[src/rtl/hex_scan_display.sv]
// Hex display driver: latched DIGITS-nibble value shown on static per-digit segment buses
// and on a scanned segment/anode pair. Optional macro HEX_SCAN_LEADING_ZERO_BLANK_EN.
module hex_scan_display #(
    parameter int DIGITS       = 8,
    parameter int PRESCALE     = 1000,
    parameter int BLANK_CYCLES = 0
) (
    input  logic                  clk,
    input  logic                  rst,
    input  logic                  load,
    input  logic [4*DIGITS-1:0]   value,
    output logic [7*DIGITS-1:0]   segs_all,
    output logic [6:0]            seg_scan,
    output logic [DIGITS-1:0]     an,
    output logic                  frame_done
);

    localparam int IDX_W = (DIGITS > 1) ? $clog2(DIGITS) : 1;
    localparam int CNT_W = $clog2(PRESCALE);
    localparam logic [IDX_W-1:0] IDX_LAST = IDX_W'(DIGITS - 1);
    localparam logic [CNT_W-1:0] CNT_LAST = CNT_W'(PRESCALE - 1);

    function automatic logic [6:0] hex_decode(input logic [3:0] nib);
        logic [6:0] s;
        case (nib)
            4'h0: s = 7'h40;
            4'h1: s = 7'h79;
            4'h2: s = 7'h24;
            4'h3: s = 7'h30;
            4'h4: s = 7'h19;
            4'h5: s = 7'h12;
            4'h6: s = 7'h02;
            4'h7: s = 7'h78;
            4'h8: s = 7'h00;
            4'h9: s = 7'h10;
            4'hA: s = 7'h08;
            4'hB: s = 7'h03;
            4'hC: s = 7'h46;
            4'hD: s = 7'h21;
            4'hE: s = 7'h06;
            default: s = 7'h0E;
        endcase
        return s;
    endfunction

    logic [4*DIGITS-1:0] shadow_p0;
    logic [CNT_W-1:0]    cnt_p0;
    logic [IDX_W-1:0]    idx_p0;
    logic                wrap_p0;

    logic [DIGITS-1:0]   show;
    logic [7*DIGITS-1:0] segs_dec;
    logic [3:0]          nib_sel;
    logic [6:0]          scan_dec;
    logic                blank_slot;
    logic                slot_wrap;

`ifdef HEX_SCAN_LEADING_ZERO_BLANK_EN
    // A digit is shown when it or any more significant nibble is nonzero.
    always_comb begin
        logic above;
        above = 1'b0;
        show  = '0;
        for (int k = DIGITS - 1; k >= 0; k--) begin
            above   = above | (|shadow_p0[4*k +: 4]);
            show[k] = above;
        end
        show[0] = 1'b1;
    end
`else
    assign show = '1;
`endif

    always_comb begin
        segs_dec = '0;
        for (int k = 0; k < DIGITS; k++) begin
            segs_dec[7*k +: 7] = show[k] ? hex_decode(shadow_p0[4*k +: 4]) : 7'h7F;
        end
    end

    assign nib_sel    = shadow_p0[4*idx_p0 +: 4];
    assign scan_dec   = show[idx_p0] ? hex_decode(nib_sel) : 7'h7F;
    assign blank_slot = int'(cnt_p0) < BLANK_CYCLES;
    assign slot_wrap  = (cnt_p0 == CNT_LAST);

    // p0: shadow/prescaler/index state -> registered display outputs
    always_ff @(posedge clk) begin
        if (rst) begin
            shadow_p0  <= '0;
            cnt_p0     <= '0;
            idx_p0     <= '0;
            wrap_p0    <= 1'b0;
            segs_all   <= '1;
            seg_scan   <= 7'h7F;
            an         <= '1;
            frame_done <= 1'b0;
        end else begin
            if (load) begin
                shadow_p0 <= value;
            end
            cnt_p0 <= slot_wrap ? '0 : cnt_p0 + 1'b1;
            if (slot_wrap) begin
                idx_p0 <= (idx_p0 == IDX_LAST) ? '0 : idx_p0 + 1'b1;
            end
            // frame_done lands one edge later, when an first shows digit 0 again
            wrap_p0    <= slot_wrap && (idx_p0 == IDX_LAST);
            frame_done <= wrap_p0;
            segs_all   <= segs_dec;
            seg_scan   <= blank_slot ? 7'h7F : scan_dec;
            an         <= ~(DIGITS'(1) << idx_p0);
        end
    end

endmodule

[config.mk]
export PLATFORM = sky130hd
export DESIGN_NAME = hex_scan_display
export DESIGN_NICKNAME = d
export VERILOG_FILES = /design/src/rtl/hex_scan_display.sv
export SDC_FILE = /design/constraint.sdc
export NUM_CORES = 1
export LEC_CHECK = 0
export CAP_MARGIN = 5
export CORE_UTILIZATION = 57
export CTS_BUF_LIST = sky130_fd_sc_hd__clkbuf_8 sky130_fd_sc_hd__clkbuf_16
export DETAILED_ROUTE_END_ITERATION = 10
export GPL_ROUTABILITY_DRIVEN = 0
export HOLD_SLACK_MARGIN = 0.05
export PLACE_DENSITY = 0.84
export SLEW_MARGIN = 20
export SYNTH_ARGS = -nofsm -noshare
export SYNTH_HDL_FRONTEND = slang
export SYNTH_SLANG_ARGS = --single-unit
[constraint.sdc]
create_clock -name clk -period 3.67 [get_ports clk]
set_input_delay 0.367 -clock clk [delete_from_list [all_inputs] [get_ports clk]]
set_output_delay 0.367 -clock clk [all_outputs]
set_load 0.02 [all_outputs]
==> key figures <==
Run status
  • Status: completed

Power and ir drop
  • Clock power frac: 46.2%
  • Leak pwr: 3.29 nW
  • Seq pwr share: 39.0%
  • Switching share of total power: 24.4%
  • Int Pwr: 2.82 mW
  • Psw: 0.909 mW
  • VDD IR-drop max: 0.297 mV
  • Gate power share: 14.8%
  • Power Density: 488 nW/µm²

Critical path
  • Crit path launch type: flop
  • CP Capture Type: flop
  • WP data arrival: 3.29 ns
  • Max FO, Critical Path: 12
  • Crit Path Class: reg2reg
  • Req. time, crit path: 4.08 ns

Global routing
  • Total gr overflow: 0
  • GRT Total Usage: 25.2%
  • First-pass GRT wire length: 21600 µm
  • Initial antenna violation count: 0
  • Largest net degree at the start of global routing: 111
  • Vias in the first global route: 4425

Detailed routing
  • DRT Pass-1 Iters: 5
  • DR WL/cell: 16.0 µm
  • Initial DRC count: 203
  • WL final: 13400 µm
  • Antenna Nets Post-Route: 0
  • DR vias: 4636
  • Drt via density: 5.54
  • DRC violations left: 0

Yosys
  • Post-synthesis area per instance: 9.96 µm²
  • Register bit total from synthesis: 118
  • Adder-Cell Fraction of Synth Area: 12.8%
  • Post-synthesis mux area share: 18.4%
  • Mapped cell area: 5980 µm²
  • Cells after Synth: 601
  • Compound-Gate Fraction of Synth Area: 10.8%
  • Unique cell type count in the Yosys netlist: 44
  • Syn nets: 697
  • Sequential share of the synthesized area: 39.5%
  • Post-synthesis simple-gate area fraction: 12.7%
  • XOR/XNOR share of the synthesized area: 1.17%
  • Async SR Flop Fraction: 0%
  • Post-synth EDFFs: 0
  • Largest family of logic cells by synthesized area: multiplexers
  • Synthesis Warnings: 0
  • Ys flop type: dfxtp_1

Floorplan
  • Initial Utilization: 58.5%
  • Row Count: 37
  • Die X: 104 µm
  • Core Area: 10200 µm²
  • IO Pins: 107
  • Die span in y: 104 µm
  • Die area: 10900 µm²

Timing
  • Max Freq: 347 MHz
  • Layout Skew: 0.00817 ns
  • # setup viols final: 0
  • Max-Slew Margin vs Limit: 25.0%
  • Final Max Tran Viols: 0
  • Hold_ws: 0.452 ns
  • Fin. Hold Viols: 0
  • RSZ-0062 raised after global routing: false
  • PnR worst setup slack: 0.790 ns
  • Total negative slack: 0 ns
  • Min Tclk post-route: 2.88 ns
  • Measured slew at the worst slew-check pin: 1.13 ns
  • Final period util: 78.5%

Clocking
  • Sinks on Clock Net: 118
  • Worst-path clk slew: 0.06 ns
  • Inserted Clock Buffers: 17
  • CTS resizes: 0
  • H-tree Lvls: 4
  • CTS Buffer Depth: 2
  • Latest clock arrival within the worst-skew pair: 0.52 ns
  • Root Buffer Master: clkbuf_8
  • CTS tree: done
  • Post-CTS Setup Bufs: 0
  • Hold_buf cts: 0

Hold path
  • Worst min path class: reg2reg

Placement
  • Placed Area: 7040 µm²
  • I/O Buffers: 106
  • Placed instance count: 806
  • Post-placement worst setup slack: 0.824 ns
  • Detailed placement HPWL: 8980 µm

Final layout
  • Diode count: 0
  • Final Cell Area: 7650 µm²
  • Register Area: 2360 µm²
  • Final net count: 785
  • Layout cells sized above 1: 10.8%
  • Layout fillers: 678
  • Fin cells: 837
  • Layout area overhead: 27.9%
  • Multi-input logic area: 3340 µm²

Job
  • Max_cap viols: 0
==> final timing paths <==
| kind | from | to | slack [ns] | depth (start not counted) |
|---|---|---|---|---|
| min reg2reg | cnt_p0[0]$_SDFF_PP0_ | cnt_p0[0]$_SDFF_PP0_ | 0.45 | 1 |
| max reg2reg | idx_p0[1]$_SDFFE_PP0N_ | seg_scan[5]$_SDFF_PP1_ | 0.79 | 7 |
| max | idx_p0[1]$_SDFFE_PP0N_ | seg_scan[5]$_SDFF_PP1_ | 0.79 | 7 |
| min | cnt_p0[0]$_SDFF_PP0_ | cnt_p0[0]$_SDFF_PP0_ | 0.45 | 1 |
==> state kept, by name (all words and copies together), names as in the netlist <==
name        cells
cnt_p0         10
idx_p0          3
shadow_p0      32
frame_done      1
seg_scan        7
an              8
segs_all       56
wrap_p0         1
==> metal layers <==
| layer | share of wire (%) | wire length, µm | global-route usage [%] | up-vias |
|---|---|---|---|---|
| li1 | - | - | - | 2249 |
| met1 | 42 | 5620 | 30.1 | 2203 |
| met5 | 0 | 0 | 0 | - |
| met4 | 2.4 | 316 | 10.8 | 0 |
| met2 | 51 | 6800 | 42.9 | 158 |
| met3 | 5.0 | 676 | 6.39 | 26 |
==> layout by cell type (no fill, tap or decap), types with 15 or more instances in the layout <==
cell,n
a211o_1,19
a21oi_1,15
a221o_1,16
clkbuf_16,16
clkdlybuf4s50_1,104
dfxtp_1,118
ha_1,61
inv_1,33
mux2_2,16
mux2i_1,59
nand2_1,29
nor2_1,100
==> final cells by class <==
type	instances	share of cell area [%]
clock buffer	18	5.59
multi-input combinational	416	43.6
sequential	118	30.9
tap	136	2.22
inverter	30	1.47
clock inverter	13	2.47
timing repair buffer	106	13.8
==> metrics by stage <==
step                power [mW]  util (%)
finish                    3.73      74.8
detailed placement        2.02      68.8
global placement          2.01      68.8
CTS                       3.75      74.8
floorplan                 1.80         -
global route              3.86      74.8
==> cell families after synthesis <==
| kind of cell | count (synthesis) |
|---|---|
| adders and majority gates | 61 |
| AOI/OAI and AO/OA | 83 |
| buffers and inverters | 67 |
| xor gates and xnor gates | 8 |
| muxes | 90 |
| and+or+nand+nor | 174 |
| DFF | 118 |
==> power groups by stage <==
| stage | Sequential, mW | Combinational, mW | Clock, mW |
|---|---|---|---|
| final | 1.46 | 0.552 | 1.72 |
| after global routing | 1.47 | 0.591 | 1.80 |
| after CTS | 1.45 | 0.553 | 1.75 |
| after detailed placement | 1.48 | 0.544 | 0 |
| after global placement | 1.48 | 0.531 | 0 |
| after floorplan | 1.52 | 0.277 | 0 |
==> critical path: stages, from the launching register on <==
cell and delay [ns]:
dfxtp_1 0.62, mux4_2 0.56, mux2i_1 0.51, inv_1 0.18, ha_1 0.27, nand3_1 0.10
o21ai_0 0.12, a221o_2 0.40
==> synthesized netlist by cell type, types with 2 or more instances <==
library cell    n  area, µm²
nand2_1        29        109
nor2_1        100        375
inv_1          30        113
a211o_1        19        166
mux4_2         13        293
mux2_2         16        180
dfxtp_1       118       2360
nand3_1         4       20.0
xnor2_1         3       26.3
buf_1           8       30.0
mux2i_1        59        591
nor3_1          8       40.0
or2_2           8       50.1
ha_1           61        763
xor2_1          5       43.8
clkbuf_1       24       90.1
o21ai_0        13       65.1
a211oi_1        2       15.0
a221o_1        16        160
a31oi_1        10       62.6
a21oi_1        15       75.1
nand4_1         2       12.5
buf_6           3       33.8
nand2b_1        4       25.0
nor2b_1        12       75.1
Note: power is estimated with default switching activity, not from simulation.
==> RTL edit (same flow settings) <==
Change the parameter `PRESCALE` from 1000 to 4000.
--- a/src/rtl/hex_scan_display.sv
+++ b/src/rtl/hex_scan_display.sv
@@ -2,7 +2,7 @@
 // and on a scanned segment/anode pair. Optional macro HEX_SCAN_LEADING_ZERO_BLANK_EN.
 module hex_scan_display #(
     parameter int DIGITS       = 8,
-    parameter int PRESCALE     = 1000,
+    parameter int PRESCALE     = 4000,
     parameter int BLANK_CYCLES = 0
 ) (
     input  logic                  clk,
Function: no difference found for any inputs over 4 cycles, from zero or initial values and one cycle with rst high; that may be too few to reach the edited logic, so the function may still have changed.
==> RTL edit against the original RTL <==
- clock skew up 0.63 ps
- critical endpoint is now seg_scan[3]
- cell area up 1.1%
- routed wire length down 0.11%
- count of clock-buffer cells in the layout down 1
- worst setup slack worse by 64 ps
- power down 4.7%
- sequential cell count up 2
- clock power down 11%
- non-clock buffer count up 1
- synthesized area up 2.0%
==> RTL edit: results (changes against the original RTL) <==
| Metric | Value |
|---|---|
| Synth cell types | `47 (was 44)` |
| Maximum VDD drop | `262.9 uV (was 296.8 uV)` |
| DR iter-0 viols | `232 (was 203)` |
| R2r worst-path depth | `8 (was 7)` |
| Largest regs | `segs_all (56), shadow_p0 (32), cnt_p0 (12) (was segs_all (56), shadow_p0 (32), cnt_p0 (10))` |
| Top post-synthesis cells by area | `dfxtp_1 (39%), ha_1 (13%), mux2i_1 (9.5%) (was dfxtp_1 (39%), ha_1 (13%), mux2i_1 (9.9%))` |
| Number of global-route vias before repair | `4549 (was 4425)` |
| Antenna diodes | `0 (unchanged)` |
| Postcts setup bufs | `0 (unchanged)` |
| Post-Synth XOR/XNOR Area | `0.01435 (was 0.01171)` |
| CP Data Arrival Time | `3350 ps (was 3290 ps)` |
| Worst rel slew slack | `0.3179 (was 0.2498)` |
| Largest net degree at the start of global routing | `65 (was 111)` |
| Sequential share of the synthesized area | `0.3935 (was 0.3947)` |
| WL per Instance | `15.77 um (was 16.03 um)` |
| GRT met3 Usage | `0.05628 (was 0.06391)` |
| Syn nets | `706 (was 697)` |
| GR Util met2 | `0.4215 (was 0.4290)` |
| CP max stage delay | `780 ps (was 620 ps)` |
| Global-route wire length before repair | `22.16 mm (was 21.61 mm)` |
| Worst Hold Class | `in2reg (was reg2reg)` |
| Clk_skew | `8.798 ps (was 8.171 ps)` |
| Family with the most delay on the worst path | `multiplexers (unchanged)` |
| Layout cells sized above 1 | `0.1120 (was 0.1084)` |
| TritonRoute pass-1 iters | `5 (unchanged)` |
| Max stage delay cell, worst path | `dfxtp_1 (unchanged)` |
| Largest fanout on the critical path | `15 (was 12)` |
| Detailed placement HPWL | `9.026 mm (was 8.979 mm)` |
| Async S/R FF share, synth | `0 (unchanged)` |
| Status | `completed (unchanged)` |
| Leakage | `0.003289 uW (was 0.003291 uW)` |
| Clk buf depth | `2 (unchanged)` |
| Adder-cell share of the synthesized area | `0.1250 (was 0.1275)` |
| Clk slew on worst S/H paths | `60 ps (about the same)` |
| Via Count | `4726 (was 4636)` |
| Synth top cells by count | `dfxtp_1 (120), nor2_1 (99), ha_1 (61) (was dfxtp_1 (118), nor2_1 (100), ha_1 (61))` |
| H-tree levels | `4 (unchanged)` |
| Total GRT Usage | `0.2517 (was 0.2524)` |
| M1 GR Usage | `0.3214 (was 0.3009)` |
| Synth Area in Compound Gates | `0.1103 (was 0.1077)` |
| CTS resizes | `0 (unchanged)` |
| Hold Path Stages | `2 (was 1)` |
| Mux cell area share after synthesis | `0.1886 (was 0.1838)` |
| Final #Nets | `797 (was 785)` |
-- RTL edit: worst reg2reg max path: stages, from the launching register on --
cell,delay (ps)
dfxtp_1,780
mux4_1,700
mux2i_4,290
inv_1,140
ha_1,250
inv_1,100
nor3_1,80
a2111o_1,400
o31a_1,100
-- RTL edit: power breakdown --
group	total [uW]	leakage, uW	switching [uW]	internal, uW
Sequential	1480	0.000997	84.3	1390
Clock	1530	0.000260	630	897
Combinational	555	0.00203	272	283
-- RTL edit: area by class of cell --
cell class,instances,area (um2)
flip-flops and latches,120,2402
clock buffers,17,414.1
fillers,705,2633
well taps,136,170.2
inverters,33,126.4
repair buffers,107,1061
clock inverters,15,128.9
multi-input cells,422,3435
-- RTL edit: stage by stage --
stage	std cells	power [uW]	area (um2)	utilization	setup slack, ps
floorplan	610	1823	6105	-	1220
global placement	818	2031	7194	0.6938	905.3
detailed placement	818	2048	7194	0.6938	801.3
CTS	850	3579	7737	0.7461	744.2
global route	850	3697	7737	0.7461	577.0
finish	850	3557	7737	0.7461	726.1
-- RTL edit: cell families (layout without fill, tap and decap cells) --
family	count (synthesis)	count (layout)
AND/OR/NAND/NOR	174	174
AO/OA/AOI/OAI	86	86
XOR/XNOR	10	10
multiplexers	91	91
buffers and inverters	68	172
adder cells (fa/ha/maj)	61	61
flip-flops	120	120
-- RTL edit: metal layers --
layer	vias up	wire length, um
li1	2306	-
met4	0	244
met1	2252	5923
met5	-	0
met3	19	694
met2	149	6543
-- RTL edit: worst paths after layout --
path | start | to | slack (ps)
hold reg to reg | wrap_p0 | frame_done | 440
setup / recovery | idx_p0[0] | seg_scan[3] | 730
hold / removal | rst | cnt_p0[6] | 350
setup reg to reg | idx_p0[0] | seg_scan[3] | 730
